### src/rtl/mem_to_stream_reader_if.sv
// Bundles the BRAM read port and the outgoing pixel stream of the frame reader.
// Stream handshake: a beat transfers on every rising edge where out_valid and
// out_ready are both high; once out_valid rises, out_data/out_last hold steady
// and out_valid stays high until that transfer happens. out_ready may change
// freely and never depends combinationally on out_valid.
interface mem_to_stream_reader_if #(
    parameter int N = 17,
    parameter int D = 16
);
    logic         ena;
    logic [N-1:0] addr;
    logic         wea;
    logic [D-1:0] douta;
    logic         out_valid;
    logic         out_ready;
    logic [D-1:0] out_data;
    logic         out_last;

    modport master (
        output ena, addr, wea, out_valid, out_data, out_last,
        input  douta, out_ready
    );

    modport slave (
        input  ena, addr, wea, out_valid, out_data, out_last,
        output douta, out_ready
    );
endinterface

### src/rtl/mem_to_stream_reader.sv
// Reads a ROWS x COLS frame out of a single-port BRAM in raster order and
// streams it through a 2-entry skid buffer that absorbs the 1-cycle read
// latency and downstream backpressure.
module mem_to_stream_reader #(
    parameter int N          = 17,
    parameter int n          = 9,
    parameter int D          = 16,
    parameter int ROWS       = 128,
    parameter int COLS       = 128,
    parameter int ROW_STRIDE = 128,
    parameter int BASE       = 0
) (
    input  logic                  clk,
    input  logic                  reset,
    input  logic                  start,
    output logic                  busy,
    output logic                  done,
    output logic [1:0]            dbg_state,
    mem_to_stream_reader_if.master bus
);
    typedef enum logic [1:0] {
        IDLE  = 2'd0,
        READ  = 2'd1,
        DRAIN = 2'd2,
        DONE  = 2'd3
    } state_t;

    localparam logic [n-1:0] LAST_ROW = n'(ROWS - 1);
    localparam logic [n-1:0] LAST_COL = n'(COLS - 1);
    localparam logic [N-1:0] BASE_A   = N'(BASE);
    localparam logic [N-1:0] STRIDE_A = N'(ROW_STRIDE);

    state_t       state, next_state;
    logic [n-1:0] row, col;
    logic [1:0]   occ;
    logic         in_flight;
    logic         in_flight_last;
    logic [D-1:0] buf_data [2];
    logic         buf_last [2];
    logic         issue, push, pop, at_end;

    assign at_end    = (row == LAST_ROW) && (col == LAST_COL);
    assign push      = in_flight;
    assign pop       = bus.out_valid & bus.out_ready;
    assign bus.ena   = issue;
    assign bus.wea   = 1'b0;
    assign bus.addr  = BASE_A + N'(row) * STRIDE_A + N'(col);
    assign bus.out_valid = (occ != 2'd0);
    assign bus.out_data  = buf_data[0];
    // Stale last flags may linger in the head slot after draining; gate them.
    assign bus.out_last  = buf_last[0] & bus.out_valid;
    assign dbg_state = state;

    // State register.
    always_ff @(posedge clk) begin
        if (reset) state <= IDLE;
        else       state <= next_state;
    end

    // Next state, read issue and status outputs. A read is issued only when
    // the buffer is guaranteed a free slot by the time its data returns.
    always_comb begin
        next_state = state;
        busy       = 1'b0;
        done       = 1'b0;
        issue      = 1'b0;
        case (state)
            IDLE: begin
                if (start) next_state = READ;
            end
            READ: begin
                busy  = 1'b1;
                issue = ({1'b0, occ} + {2'b00, in_flight}) < (3'd2 + {2'b00, pop});
                if (issue && at_end) next_state = DRAIN;
            end
            DRAIN: begin
                busy = 1'b1;
                if ((occ == 2'd0) && !in_flight) next_state = DONE;
            end
            DONE: begin
                done       = 1'b1;
                next_state = IDLE;
            end
            default: next_state = IDLE;
        endcase
    end

    // Raster counters; after the final pixel they return to (0,0) so the
    // address never leaves the frame.
    always_ff @(posedge clk) begin
        if (reset) begin
            row <= '0;
            col <= '0;
        end else if (state == IDLE && start) begin
            row <= '0;
            col <= '0;
        end else if (issue) begin
            if (col == LAST_COL) begin
                col <= '0;
                row <= at_end ? '0 : row + n'(1);
            end else begin
                col <= col + n'(1);
            end
        end
    end

    // Track the read whose data arrives on douta next cycle.
    always_ff @(posedge clk) begin
        if (reset) begin
            in_flight      <= 1'b0;
            in_flight_last <= 1'b0;
        end else begin
            in_flight      <= issue;
            in_flight_last <= issue & at_end;
        end
    end

    // Skid buffer: slot 0 is the head; pops shift slot 1 forward.
    always_ff @(posedge clk) begin
        if (reset) begin
            occ <= 2'd0;
            for (int i = 0; i < 2; i++) begin
                buf_data[i] <= '0;
                buf_last[i] <= 1'b0;
            end
        end else begin
            case ({push, pop})
                2'b10: begin
                    buf_data[occ[0]] <= bus.douta;
                    buf_last[occ[0]] <= in_flight_last;
                    occ              <= occ + 2'd1;
                end
                2'b01: begin
                    buf_data[0] <= buf_data[1];
                    buf_last[0] <= buf_last[1];
                    occ         <= occ - 2'd1;
                end
                2'b11: begin
                    if (occ == 2'd2) begin
                        buf_data[0] <= buf_data[1];
                        buf_last[0] <= buf_last[1];
                        buf_data[1] <= bus.douta;
                        buf_last[1] <= in_flight_last;
                    end else begin
                        buf_data[0] <= bus.douta;
                        buf_last[0] <= in_flight_last;
                    end
                end
                default: ;
            endcase
        end
    end

    // A push into a full buffer without a simultaneous pop would drop a pixel.
    always @(posedge clk) begin
        if (!reset && push && !pop) assert (occ != 2'd2);
    end
endmodule

### src/flat_wrapper.sv
// flat-port wrapper written by rule: the top's interface ports become plain ports
module mem_to_stream_reader_flat 
#(
    parameter int N          = 17,
    parameter int n          = 9,
    parameter int D          = 16,
    parameter int ROWS       = 128,
    parameter int COLS       = 128,
    parameter int ROW_STRIDE = 128,
    parameter int BASE       = 0
)
  (clk, reset, start, busy, done, dbg_state, bus_ena, bus_addr, bus_wea, bus_out_valid, bus_out_data, bus_out_last, bus_douta, bus_out_ready);
  mem_to_stream_reader_if #(.N(N), .D(D)) bus_i ();
  input  logic clk;
  input  logic reset;
  input  logic start;
  output logic busy;
  output logic done;
  output logic [1:0] dbg_state;
  output wire logic [$bits(bus_i.ena)-1:0] bus_ena;
  output wire logic [$bits(bus_i.addr)-1:0] bus_addr;
  output wire logic [$bits(bus_i.wea)-1:0] bus_wea;
  output wire logic [$bits(bus_i.out_valid)-1:0] bus_out_valid;
  output wire logic [$bits(bus_i.out_data)-1:0] bus_out_data;
  output wire logic [$bits(bus_i.out_last)-1:0] bus_out_last;
  input wire logic [$bits(bus_i.douta)-1:0] bus_douta;
  input wire logic [$bits(bus_i.out_ready)-1:0] bus_out_ready;
  assign bus_ena = bus_i.ena;
  assign bus_addr = bus_i.addr;
  assign bus_wea = bus_i.wea;
  assign bus_out_valid = bus_i.out_valid;
  assign bus_out_data = bus_i.out_data;
  assign bus_out_last = bus_i.out_last;
  assign bus_i.douta = bus_douta;
  assign bus_i.out_ready = bus_out_ready;
  mem_to_stream_reader #(.N(N), .n(n), .D(D), .ROWS(ROWS), .COLS(COLS), .ROW_STRIDE(ROW_STRIDE), .BASE(BASE)) u_core (.clk(clk), .reset(reset), .start(start), .busy(busy), .done(done), .dbg_state(dbg_state), .bus(bus_i));
endmodule
### config.mk
export PLATFORM = sky130hd
export DESIGN_NAME = mem_to_stream_reader_flat
export DESIGN_NICKNAME = d
export VERILOG_FILES = /design/src/rtl/mem_to_stream_reader_if.sv /design/src/rtl/mem_to_stream_reader.sv /design/src/flat_wrapper.sv
export SDC_FILE = /design/constraint.sdc
export NUM_CORES = 1
export LEC_CHECK = 0
export CORE_ASPECT_RATIO = 0.8
export CORE_MARGIN = 5
export CORE_UTILIZATION = 40
export DETAILED_ROUTE_END_ITERATION = 8
export GPL_TIMING_DRIVEN = 0
export PLACE_DENSITY = 0.67
export RECOVER_POWER = 100
export REMOVE_ABC_BUFFERS = 1
export SETUP_SLACK_MARGIN = 0.05
export SLEW_MARGIN = 20
export SYNTH_ARGS = -nofsm -noshare
export SYNTH_HDL_FRONTEND = slang
export SYNTH_SLANG_ARGS = --single-unit
### constraint.sdc
create_clock -name clk -period 2 [get_ports clk]
set_clock_uncertainty 0.2 [all_clocks]
set_input_delay 0.2 -clock clk [delete_from_list [all_inputs] [get_ports clk]]
set_output_delay 0.2 -clock clk [all_outputs]
set_load 0.01 [all_outputs]
== Yosys cells after proc, flatten, opt, wreduce, memory -nomap -nowiden ==
Memories as Yosys holds them, arrays and structs flattened.
Index checks and enable logic that the tools add are counted.

* $add $sub $neg: 7
* Multipliers: 0
* Divide/modulo/power cells: 0
* Magnitude comparators: 1
* Eq/ne operators: 12
* Shifts and indexed selects: 0
* Muxes and demuxes: 40
* Bitwise operators: 11
* Reduce and logical (&&, ||, !) cells: 15

{| class="wikitable"
|+ Operators by type and width
! operator !! count
|-
| 16-bit two-way mux || 5
|-
| 1-bit two-way mux || 28
|-
| 9-bit by 1-bit adder with 9-bit output, second input constant || 2
|-
| 9-bit by 7-bit equality test with 1-bit output, second input constant || 2
|-
| 9-bit two-way mux || 2
|-
| 16-bit by 9-bit adder with 17-bit output || 1
|-
| 16-bit OR reduction || 1
|-
| 2-bit equality test, second input constant || 5
|-
| 1-bit bitwise OR || 8
|-
| 2-bit case mux with 4 select lines || 1
|-
| 2-bit two-way mux || 3
|-
| 2-bit by 1-bit equality test with 1-bit output, second input constant || 2
|-
| 1-bit logical AND || 4
|-
| 2-bit zero test || 2
|-
| 2-bit by 1-bit != test with 1-bit output, second input constant || 2
|-
| 2-bit case mux with 2 select lines || 1
|-
| 2-bit nonzero test || 2
|-
| 2-bit OR reduction || 2
|-
| 2-bit by 1-bit adder with 3-bit output || 1
|-
| 2-bit by 1-bit adder with 3-bit output, first input constant || 1
|-
| 1-bit bitwise AND || 3
|-
| 3-bit less-than comparator || 1
|-
| 3-bit AND reduction || 1
|-
| 2-bit by 1-bit adder with 2-bit output, second input constant || 1
|-
| other kinds (5) || 5
|}

* Register bits after elaboration: 24
* Bits in latches: 0
* Bits in writable memories: 34
* Bits in read-only memories: 0
* Bits of input ports: 20
* Memories: 2

{| class="wikitable"
|+ Memories
! name !! depth !! bits a word !! rd ports !! clocked after memory_dff !! wr ports !! RTL line !! RTL
|-
| u_core.buf_data || 2 || 16 || 2 || 0 || 2 || mem_to_stream_reader.sv:38 || <nowiki>logic [D-1:0] buf_data [2];</nowiki>
|-
| u_core.buf_last || 2 || 1 || 2 || 0 || 2 || mem_to_stream_reader.sv:39 || <nowiki>logic buf_last [2];</nowiki>
|}

== Longest topological paths before layout ==
Gate-level depths: netlist of the first run.

* Depth after elaboration: 10
* Depth in mapped cells: 7
* Gate-level depth less buffers: 6

== Worst setup path after synthesis of the first run ==
OpenSTA, ideal clock, no wires.

* Path type: reg2reg
* Start: register u_core.state[1] (netlist: u_core.dbg_state[1])
* End: register u_core.col[1]
* Arrival time: 1.701 ns
* Setup slack: 0.028 ns
* Stages on the path, launching flop included: 8
* Buffers on the path: 2
* Period minus slack after synthesis: 1.972 ns
* Cell sequence: dfxtp_1 inv_1 ha_1 nand2b_1 clkbuf_1 clkbuf_1 o21ai_0 a21oi_1

* Word-level cells in the longest chain between the ends: 3
* Elaborated cells on any way between the ends: 5
* Classes of those cells: eq/ne: 1; mux: 1; reduce/logical: 3

{| class="wikitable"
|+ RTL lines
! element !! RTL line !! RTL
|-
| start, declared || mem_to_stream_reader.sv:33 || <nowiki>state_t state, next_state;</nowiki>
|-
| start signal, assigned || mem_to_stream_reader.sv:57 || <nowiki>else state <= next_state;</nowiki>
|-
| 2-bit zero test || mem_to_stream_reader.sv:94 || <nowiki>end else if (state == IDLE && start) begin</nowiki>
|-
| 1-bit logical AND || mem_to_stream_reader.sv:94 ||
|-
| 2-bit OR reduction (no line) || - ||
|-
| end signal, assigned || mem_to_stream_reader.sv:102 || <nowiki>col <= col + n'(1);</nowiki>
|-
| end, declared || mem_to_stream_reader.sv:34 || <nowiki>logic [n-1:0] row, col;</nowiki>
|}

Several ways; a longest one is shown, not always the timed one.
A chain may end at the register's enable or synchronous reset.

== Final worst setup path of the first run ==
* Start: register u_core.col[7]
* End: output bus_addr[15]

* Word-level cells in the longest chain between the ends: 1

{| class="wikitable"
|+ RTL lines
! element !! RTL line !! RTL
|-
| 16-bit by 9-bit adder with 17-bit output || mem_to_stream_reader.sv:47 || <nowiki>assign bus.addr = BASE_A + N'(row) * STRIDE_A + N'(col);</nowiki>
|-
| end, declared || flat_wrapper.sv:21 || <nowiki>output wire logic [$bits(bus_i.addr)-1:0] bus_addr;</nowiki>
|}

No other way between the ends.

==> metrics.md, run 1 <==
| Metric | Value |
|---|---|
| Unrepaired setup endpoints after global routing | `yes` |
| Cts hold-fix bufs | `0` |
| Worst min path class | `in -> reg` |
| Reg2reg setup slack | `-0.13 ns` |
| Most common cell in the netlist | `edfxtp_1` |
| Worst r2r src | `u_core.occ[1]$_SDFFE_PP0P_` |
| Final Hold Viols | `0` |
| Max incr delay on CP | `0.38 ns` |
| Power Density | `826.6 nW/um^2` |
| Fraction of layout cells with a size suffix above 1 | `0.2830` |
| Area grow syn2layout | `42.61%` |
| Peak supply drop | `409.7 uV` |
| DP HPWL | `4961 microns` |
| Cell-by-cell trace of the critical path | `ha_4 -> inv_2 -> fa_2 -> nor2_4 -> nand3_2 -> xnor2_1 -> buf_2` |
| Initial cell density of the core | `0.4152` |
| Setup ws final | `-0.2196 ns` |
| Root buf cell | `clkbuf_8` |
| Largest cells by area after synthesis | `edfxtp_1 (33%), dfxtp_1 (16%), a22o_1 (4.8%)` |
| Syn Std Cell Area | `3098 sq um` |
| Failing checks | `setup timing` |
| WP buf/inv | `2` |
| CTS Buf Count | `9` |
| IO buf count | `59` |
| GRT busiest layer | `met2` |
| Vias in the first global route | `2663` |
| Worst slack, placed | `-0.8558 ns` |
| Hold slack | `0.2236 ns` |
| Max Transition Viols Final | `0` |
| # IOs | `61` |
| Max Clk Rate | `450.5 MHz` |
| CP arrival | `1.82 ns` |
| CP Launch Type | `register` |
| Final core occ | `0.5921` |
| Avg WL per Cell | `17.62 microns` |
| Pre-antenna DRT Iters | `4` |
| Worst slew pin tran | `0.7036 ns` |
| Die ar. | `9616 sq um` |
| Crit path from | `u_core.col[7]$_SDFFE_PP0P_` |
| Die width | `108.4 microns` |
| Reg clk slew, reported paths | `0.07 ns` |
| Share of the synthesized area in the top cell type | `0.3296` |
| Library cells used by synthesis | `50` |
| Leak | `1.641 nW` |
| CP Class | `reg -> out` |
| GR Util met1 | `0.2351` |
| Via density | `5.626` |
| Diodes inserted | `0` |
| CTS tree | `yes` |
| GP Congestion | `0.8427` |
| # setup viols final | `38` |
| Post-synth ARST share | `0` |
| GR Util met3 | `0.03501` |
| Grt ovf | `0` |
| DR vias | `2678` |
| Worst-path maximum fanout | `5` |
| # rows | `28` |
| CTS H-tree depth | `3` |
| Tot Pwr | `0.003652 W` |
| DR DRC count | `0` |
| Slew headroom | `0.5259` |
| WP depth | `7` |
| Number of flops mapped to enable cells by yosys | `34` |
| Antenna violations before repair | `0` |
| Post-synthesis average cell area | `10.43 sq um` |
| Die height | `88.72 microns` |
| R2r endpoint | `u_core.row[1]$_SDFFE_PP0P_` |
| Clock latency on the worst-skew pair | `0.33 ns` |
| Largest net degree at the start of global routing | `20` |
| Post-synth top cells | `edfxtp_1 (34), dfxtp_1 (24), and2_1 (19)` |
| Grt met2 use | `0.2929` |
| Crit. End Element | `output port` |
| Total core area | `7462 sq um` |
| First-pass GRT wire length | `13470 microns` |
| Status | `complete, but fails checks` |
| Master of the slowest instance on the critical path | `dfxtp_4` |
| Top FF cell, synth | `edfxtp_1` |
| Mapped Cells | `297` |
| Flops & latches, synth | `58` |
| All-Layer GR Usage | `0.1799` |
| Total wire length | `8388 microns` |
| CP endpoint | `bus_addr[15]` |
| Yosys warning total | `0` |
| Clock buffer depth | `2` |
| Min Tclk post-route | `2.220 ns` |
| Final #Nets | `398` |
| Register area share after synthesis | `0.4847` |
| Maximum Capacitance Violations | `0` |
| Crit share post-route | `1.110` |
| ANT nets after route | `0` |
| WP data required | `1.60 ns` |
| CTS Sinks | `58` |
| Top delay family on crit path | `adder cells` |
| Synth area leader | `edfxtp_1` |
| Worst-case reg-to-reg path depth | `5` |
| DR iter-0 viols | `197` |
==> report_power, final <==
part	switching, W	leakage (nW)	internal [W]
logic	0.000628	0.993	0.000519
clock network	0.000466	0.0939	0.000559
registers	0.0000725	0.554	0.00141
==> stage by stage <==
step                area, sq um  setup TNS [ns]  cells
finish                     4418          -2.029    476
global route               4418          -7.904    476
CTS                        4299          -1.414    468
detailed placement         3675          -48.73    433
global placement           3675          -48.65    433
floorplan                  2953          -2.375    269
==> timing repair <==
item                                    in CTS  in global routing
gates cloned                                 3                  0
gates resized for setup                    114                 22
endpoints found under the setup margin     103                 82
setup buffers                               16                  8
pin swaps                                   20                  9
==> worst reg2reg max path: stages, from the launching register on <==
cell	delay [ns]
dfxtp_1	0.54
o21ai_2	0.20
o21a_4	0.28
buf_8	0.15
or4_1	0.51
a21oi_1	0.17
==> sequential cells by signal, indices dropped and copies added, names as in the netlist <==
register,cells
u_core.occ,2
u_core.buf_last,2
u_core.row,9
u_core.buf_data,32
u_core.dbg_state,2
u_core.in_flight,1
u_core.in_flight_last,1
u_core.col,9
==> cell families after synthesis <==
group                    count (synthesis)  share of synthesized area
AO/OA/AOI/OAI                           64                     0.1547
buffers and inverters                   38                    0.05896
AND/OR/NAND/NOR                        108                     0.2011
other                                    1                   0.001210
XOR/XNOR                                 8                    0.02262
adder cells (fa/ha/maj)                 12                    0.05089
flip-flops                              58                     0.4847
multiplexers                             8                    0.02585
==> cell type report <==
class | instances | area [sq um]
fill | 605 | 3044
multi-input combinational | 203 | 1734
sequential | 58 | 1526
timing repair buffer | 84 | 804.5
tap | 105 | 131.4
clock buffer | 9 | 123.9
clock inverter | 7 | 60.06
inverter | 10 | 37.54
==> metal layers <==
metal,vias to the layer above,part of all wire
li1,1254,-
met1,1330,0.44
met2,81,0.50
met3,13,0.042
met4,0,0.017
met5,-,0
==> worst min path at each step <==
stage / from / to / cells past startpoint
after detailed placement: u_core.col[6]$_SDFFE_PP0P_ / u_core.col[6]$_SDFFE_PP0P_ / 2
after CTS: u_core.col[8]$_SDFFE_PP0P_ / u_core.col[8]$_SDFFE_PP0P_ / 2
after floorplan: reset / u_core.occ[0]$_SDFFE_PP0P_ / 1
after global routing: reset / u_core.occ[0]$_SDFFE_PP0P_ / 2
after global placement: u_core.col[8]$_SDFFE_PP0P_ / u_core.col[8]$_SDFFE_PP0P_ / 2
final: reset / u_core.occ[0]$_SDFFE_PP0P_ / 2
==> cell usage in the layout, fill, tap and decap left out, types with 4 or more instances in the layout <==
cell type         n
edfxtp_1         34
dlygate4sd3_1    25
clkdlybuf4s50_1  19
and2_1           18
a22o_1           17
buf_4            16
dfxtp_1          14
nand2_1          12
a21oi_1          11
inv_1             9
nand4_1           9
clkbuf_8          9
buf_2             9
o31ai_1           8
nor2_1            8
mux2i_1           8
nand3_1           7
nor2_4            5
or4_1             5
ha_4              5
ha_1              5
dfxtp_2           5
dfxtp_4           5
and3_1            4
nor3_1            4
nor4_2            4
nand2b_1          4
buf_6             4
Note: power is estimated with default switching activity, not from simulation.
==> run 2: changes to the inputs <==
HOLD_SLACK_MARGIN = 0.12   (was default)
==> results of run 2 <==
Same layout as run 1: the final DEF is identical, and so are final timing and power.
